## src/rtl/fb_pkg.sv

```systemverilog
// rtl/fb_pkg.sv - frame-buffer arbiter shared geometry, grant states and write-entry type
package fb_pkg;

  localparam int H_RES  = 400;
  localparam int V_RES  = 240;
  localparam int ADDR_W = 17;
  localparam int DATA_W = 16;
  localparam int ROW_W  = 8;
  localparam int COL_W  = 9;

  // Command registered toward the RAM in the current cycle
  typedef enum logic [1:0] {
    IDLE  = 2'd0,
    READ  = 2'd1,
    WRITE = 2'd2
  } gnt_state_t;

  // One buffered pixel write
  typedef struct packed {
    logic [ADDR_W-1:0] addr;
    logic [DATA_W-1:0] data;
  } wr_entry_t;

  // Address is {row, col}; anything outside the visible 400x240 area is rejected
  function automatic logic addr_in_range(input logic [ADDR_W-1:0] a);
    return (a[COL_W-1:0] < COL_W'(H_RES)) && (a[ADDR_W-1:COL_W] < ROW_W'(V_RES));
  endfunction

endpackage

```

## src/rtl/fb_wr_fifo.sv

```systemverilog
// rtl/fb_wr_fifo.sv - DEPTH-entry synchronous write FIFO with wrap-bit pointers
module fb_wr_fifo
  import fb_pkg::*;
#(
  parameter int DEPTH = 4
) (
  input  logic      clk,
  input  logic      rst_n,
  input  logic      push,
  input  wr_entry_t push_entry,
  input  logic      pop,
  output wr_entry_t head,
  output logic      full,
  output logic      empty
);

  localparam int IDX_W = $clog2(DEPTH);
  localparam int PTR_W = IDX_W + 1;

  wr_entry_t          mem [DEPTH];
  logic [PTR_W-1:0]   wptr;
  logic [PTR_W-1:0]   rptr;
  logic               do_push;
  logic               do_pop;

  // A full FIFO never takes a push, even when a pop frees a slot this cycle
  assign do_push = push && !full;
  assign do_pop  = pop && !empty;

  assign empty = (wptr == rptr);
  assign full  = (wptr[PTR_W-1] != rptr[PTR_W-1]) &&
                 (wptr[IDX_W-1:0] == rptr[IDX_W-1:0]);
  assign head  = mem[rptr[IDX_W-1:0]];

  // Entry storage; contents are meaningless while the pointers say empty
  always_ff @(posedge clk) begin
    if (do_push) begin
      mem[wptr[IDX_W-1:0]] <= push_entry;
    end
  end

  // Pointer update; reset discards every buffered entry
  always_ff @(posedge clk or negedge rst_n) begin
    if (!rst_n) begin
      wptr <= '0;
      rptr <= '0;
    end else begin
      if (do_push) wptr <= wptr + PTR_W'(1);
      if (do_pop)  rptr <= rptr + PTR_W'(1);
    end
  end

endmodule

```

## src/rtl/fb_arbiter.sv

```systemverilog
// rtl/fb_arbiter.sv - frame-buffer RAM port arbiter, display reads first; FB_STARVE_CNT_EN adds starve_cnt
module fb_arbiter
  import fb_pkg::*;
#(
  parameter int DEPTH  = 4,
  parameter int RD_LAT = 1
) (
  input  logic        CLK,
  input  logic        RST_N,
  input  logic        rd_req,
  input  logic [16:0] rd_addr,
  output logic [15:0] rd_data,
  output logic        rd_valid,
  input  logic        wr_valid,
  output logic        wr_ready,
  input  logic [16:0] wr_addr,
  input  logic [15:0] wr_data,
  output logic        drop_err,
  output logic [16:0] ram_addr,
  output logic [15:0] ram_wdata,
  output logic        ram_we,
  input  logic [15:0] ram_rdata
`ifdef FB_STARVE_CNT_EN
  ,
  output logic [15:0] starve_cnt
`endif
);

  gnt_state_t       state;
  wr_entry_t        fifo_head;
  wr_entry_t        push_entry;
  logic             fifo_full;
  logic             fifo_empty;
  logic             accept;
  logic             in_range;
  logic             push;
  logic             pop;
  logic             st_read;
  logic [RD_LAT-1:0] tag_q;
  logic [RD_LAT:0]  tag_vec;

  assign wr_ready   = !fifo_full;
  assign accept     = wr_valid && wr_ready;
  assign in_range   = addr_in_range(wr_addr);
  assign push       = accept && in_range;
  // The display owns every cycle it asks for; writes only fill the gaps
  assign pop        = !rd_req && !fifo_empty;
  assign push_entry = '{addr: wr_addr, data: wr_data};

  fb_wr_fifo #(
    .DEPTH(DEPTH)
  ) u_fifo (
    .clk        (CLK),
    .rst_n      (RST_N),
    .push       (push),
    .push_entry (push_entry),
    .pop        (pop),
    .head       (fifo_head),
    .full       (fifo_full),
    .empty      (fifo_empty)
  );

  // Grant FSM: registers the RAM command chosen for this cycle
  always_ff @(posedge CLK or negedge RST_N) begin
    if (!RST_N) begin
      state     <= IDLE;
      ram_addr  <= '0;
      ram_wdata <= '0;
      ram_we    <= 1'b0;
    end else if (rd_req) begin
      state    <= READ;
      ram_addr <= rd_addr;
      ram_we   <= 1'b0;
    end else if (!fifo_empty) begin
      state     <= WRITE;
      ram_addr  <= fifo_head.addr;
      ram_wdata <= fifo_head.data;
      ram_we    <= 1'b1;
    end else begin
      state  <= IDLE;
      ram_we <= 1'b0;
    end
  end

  // Stage 0 of the read tag is the READ state itself; later stages follow the RAM latency
  assign st_read = (state == READ);
  assign tag_vec = {tag_q, st_read};
  assign rd_valid = tag_vec[RD_LAT];

  // Read tag pipeline and return-data capture
  always_ff @(posedge CLK or negedge RST_N) begin
    if (!RST_N) begin
      tag_q   <= '0;
      rd_data <= '0;
    end else begin
      tag_q <= tag_vec[RD_LAT-1:0];
      if (tag_vec[RD_LAT-1]) begin
        rd_data <= ram_rdata;
      end
    end
  end

  // Out-of-range writes are swallowed and flagged one cycle later
  always_ff @(posedge CLK or negedge RST_N) begin
    if (!RST_N) begin
      drop_err <= 1'b0;
    end else begin
      drop_err <= accept && !in_range;
    end
  end

`ifdef FB_STARVE_CNT_EN
  // Counts cycles where a buffered write was held off by the display
  always_ff @(posedge CLK or negedge RST_N) begin
    if (!RST_N) begin
      starve_cnt <= '0;
    end else if (!fifo_empty && rd_req && (starve_cnt != 16'hFFFF)) begin
      starve_cnt <= starve_cnt + 16'd1;
    end
  end
`endif

endmodule
```

## config.mk

```make
export PLATFORM = sky130hd
export DESIGN_NAME = fb_arbiter
export DESIGN_NICKNAME = d
export VERILOG_FILES = /design/src/rtl/fb_pkg.sv /design/src/rtl/fb_wr_fifo.sv /design/src/rtl/fb_arbiter.sv
export SDC_FILE = /design/constraint.sdc
export NUM_CORES = 1
export LEC_CHECK = 0
export CELL_PAD_IN_SITES_DETAIL_PLACEMENT = 1
export CELL_PAD_IN_SITES_GLOBAL_PLACEMENT = 2
export CORE_MARGIN = 2
export CORE_UTILIZATION = 40
export DETAILED_ROUTE_END_ITERATION = 6
export GPL_ROUTABILITY_DRIVEN = 0
export PLACE_DENSITY_LB_ADDON = 0.1
export SLEW_MARGIN = 20
export SYNTH_ARGS = -nofsm -noshare
export SYNTH_HDL_FRONTEND = slang
export SYNTH_HIERARCHICAL = 1
export SYNTH_SLANG_ARGS = --single-unit
```

## constraint.sdc

```tcl
create_clock -name CLK -period 3.1 [get_ports CLK]
set_input_delay 0.93 -clock CLK [delete_from_list [all_inputs] [get_ports CLK]]
set_output_delay 0.93 -clock CLK [all_outputs]
set_load 0.02 [all_outputs]
```

==> impl_metrics.tcl <==
set metrics [dict create \
    diodes 0 \
    drive_gt1_share_pct 25.9 \
    portBuffers 122 \
    cp_max_fo 7 \
    post_cts_resized 0 \
    post_drt_wl_per_cell_um 20.4 \
    finClkSkew_ps 14.4 \
    period_minus_slack_ps 2920 \
    die_w_um 141 \
    grt_max_degree 60 \
    fin_crit_sh_pct 94.2 \
    status "finished clean" \
    grt-ovfl-total 0 \
    maxSlewViolCount 0 \
    synth_largest_area_cell "edfxtp_1" \
    async_flop_share_pct 30.9 \
    start_util_pct 40.4 \
    p_per_area_nw_per_um2 982 \
    grt_pass1_vias 4351 \
    finalSetupViolations 0 \
    synth_top_flop_cell "edfxtp_1" \
    via_per_inst 5.05 \
    synth-edff-count 132 \
    rows 50 \
    ys_types 35 \
    cpMostUsedCell "inv_1" \
    grt_pass1_wl_um 25300 \
    crit_family "buffers and inverters" \
    synth_warnings 6 \
    slowest_stage "clkdlybuf4s50_1" \
    cts_root_buffer "clkbuf_16" \
    drc_errors 0 \
    ant_nets 0 \
    clkLatencyLatePin_ps 430 \
    cts_hold_buf 0 \
    hp-class "reg2reg" \
    fin_nets 595 \
    worst_setup_path_end_kind "output pin" \
    area_growth_pct 28.9 \
    placed_area_um2 9130 \
    layout_setup_ws_ps 179 \
    fin_area_um2 9680 \
    synthesis.area_um2 7510 \
    yosys-top-cells-area "edfxtp_1, dfrtp_1, mux4_2, mux2_4, mux2i_1" \
    cp.required_ps 2170 \
    die_area_um2 19900 \
    cts_inserted_buffers 17 \
    wl_um 15700 \
    cts_tree "done" \
    totalPowerFinal_mw 9.51 \
    drt_iter0_drc 170 \
    antenna_found_initial 0 \
    yosysSeqAreaShare_pct 72.4 \
    layoutNonFillerInstCount 767 \
    synth.top_cell.area_share_pct 52.7 \
    cts_max_level 4 \
    die_h_um 141 \
    coreArea_um2 18600 \
    max_cap_viol_count 0 \
    ios 123 \
    cts_buffer_depth 2 \
    synth.net_count 449 \
    slew_headroom_pct 45.8 \
    ys_ff_latch 191 \
    post_cts_buffers 0 \
    clk_pin_slew_ps 60 \
    synth_cells 374 \
    dr.pass1.iters 4 \
    arrival_ps 1990 \
    peakVddDrop_mv 0.501 \
    path_class "reg2out" \
    syn-mean-instance-area_um2 20.1 \
    tightest_slew_ps 814 \
    fmax_mhz 342 \
    rsz0062_at_grt "false" \
    place_ws_ps -61.0 \
    dp_hpwl_um 10400 \
    critPathMaxStageDelay_ps 540 \
    vias 3872 \
    timing.hold.ws_ps 506 \
    grt.total_usage_pct 16.9 \
    dp.cells 735 \
    crit_buf_inv 3 \
    clkSinkCount 191 \
    crit_path_cell_trace "xnor2_1, nand3_2, inv_1, inv_1, clkdlybuf4s50_1" \
    total_leakage_power_nw 3.47 \
    hold_viol_final 0 \
    start_kind "register" \
]
## state kept, by name, indices dropped and copies added (netlist names), 3 cells and up
name         count
u_fifo/mem     132
ram_addr        17
u_fifo/rptr      3
ram_wdata       16
rd_data         16
u_fifo/wptr      3
## report_power, final
| part | total, mW | internal, mW | switching (mW) |
|---|---|---|---|
| logic | 3.74 | 1.91 | 1.84 |
| registers | 3.73 | 3.43 | 0.299 |
| clock network | 2.03 | 1.07 | 0.968 |
| total | 9.51 | 6.41 | 3.11 |
## layout make-up
cell class	instances	area (um^2)
Clock inverter	13	106
Inverter	5	18.8
Sequential cell	191	5440
Timing Repair Buffer	144	1450
Fill cell	1703	8900
Tap cell	234	293
Multi-Input combinational cell	161	1930
Clock buffer	19	443
## final timing paths
path                                             from                         end  slack [ps]  depth (start not counted)
max in group asynchronous                       RST_N  u_fifo/rptr[1]$_DFFE_PN0P_        1910                          1
min                           rd_data[14]$_DFFE_PN0P_     rd_data[14]$_DFFE_PN0P_         510                          1
max reg2reg                u_fifo/rptr[1]$_DFFE_PN0P_  u_fifo/rptr[1]$_DFFE_PN0P_         730                          7
max                        u_fifo/wptr[1]$_DFFE_PN0P_                    wr_ready         180                          5
min reg2reg                   rd_data[14]$_DFFE_PN0P_     rd_data[14]$_DFFE_PN0P_         510                          1
min in group asynchronous                       RST_N     ram_addr[4]$_DFFE_PN0P_         600                          1
## metal layers
metal	part of all wire (%)	routed length (um)	global-route usage, %	up-vias
met5	0	0	0	-
met4	1.0	159	5.21	0
met3	4.4	692	4.25	13
met2	48	7560	26.9	110
met1	46	7270	23.1	2001
li1	-	-	-	1748
## synthesized netlist by cell type (2+ instances only)
cell,n
a21oi_1,5
buf_6,5
nand2b_1,3
dfrtp_1,59
mux2i_1,17
xnor2_1,4
xor2_1,2
mux4_2,33
clkbuf_1,3
mux2_2,14
ha_1,5
buf_2,3
o31ai_2,4
and3_1,3
nand2_1,20
mux2_4,18
edfxtp_1,132
buf_4,4
nor3_1,2
o21ai_0,17
inv_1,5
xor2_2,2
a211oi_2,2
## cells in the final DEF, fill, tap and decap left out, types with 3 or more instances in the layout
cell	count
a21oi_1	5
and3_2	3
buf_12	6
buf_4	17
clkbuf_16	17
clkdlybuf4s50_1	120
clkinv_2	3
dfrtp_1	57
edfxtp_1	132
ha_1	5
inv_1	5
inv_6	5
mux2_2	14
mux2_4	18
mux2i_1	17
mux4_2	33
nand2_1	20
nand2b_1	3
o21ai_0	17
o31ai_2	4
xnor2_1	4
## through the flow
| step | setup TNS (ps) | util [%] |
|---|---|---|
| floorplan | 0 | - |
| global placement | -95.1 | 49.2 |
| detailed placement | -1870 | 49.2 |
| CTS | 0 | 52.1 |
| global route | 0 | 52.1 |
| finish | 0 | 52.1 |
## cells by family after synthesis
family | synth area share (%)
AOI/OAI and AO/OA | 2.95
xor gates and xnor gates | 1.35
muxes | 17.8
buffers and inverters | 2.21
adders and majority gates | 0.833
DFF | 72.4
and+or+nand+nor | 2.41
Note: power is estimated with default switching activity, not from simulation.
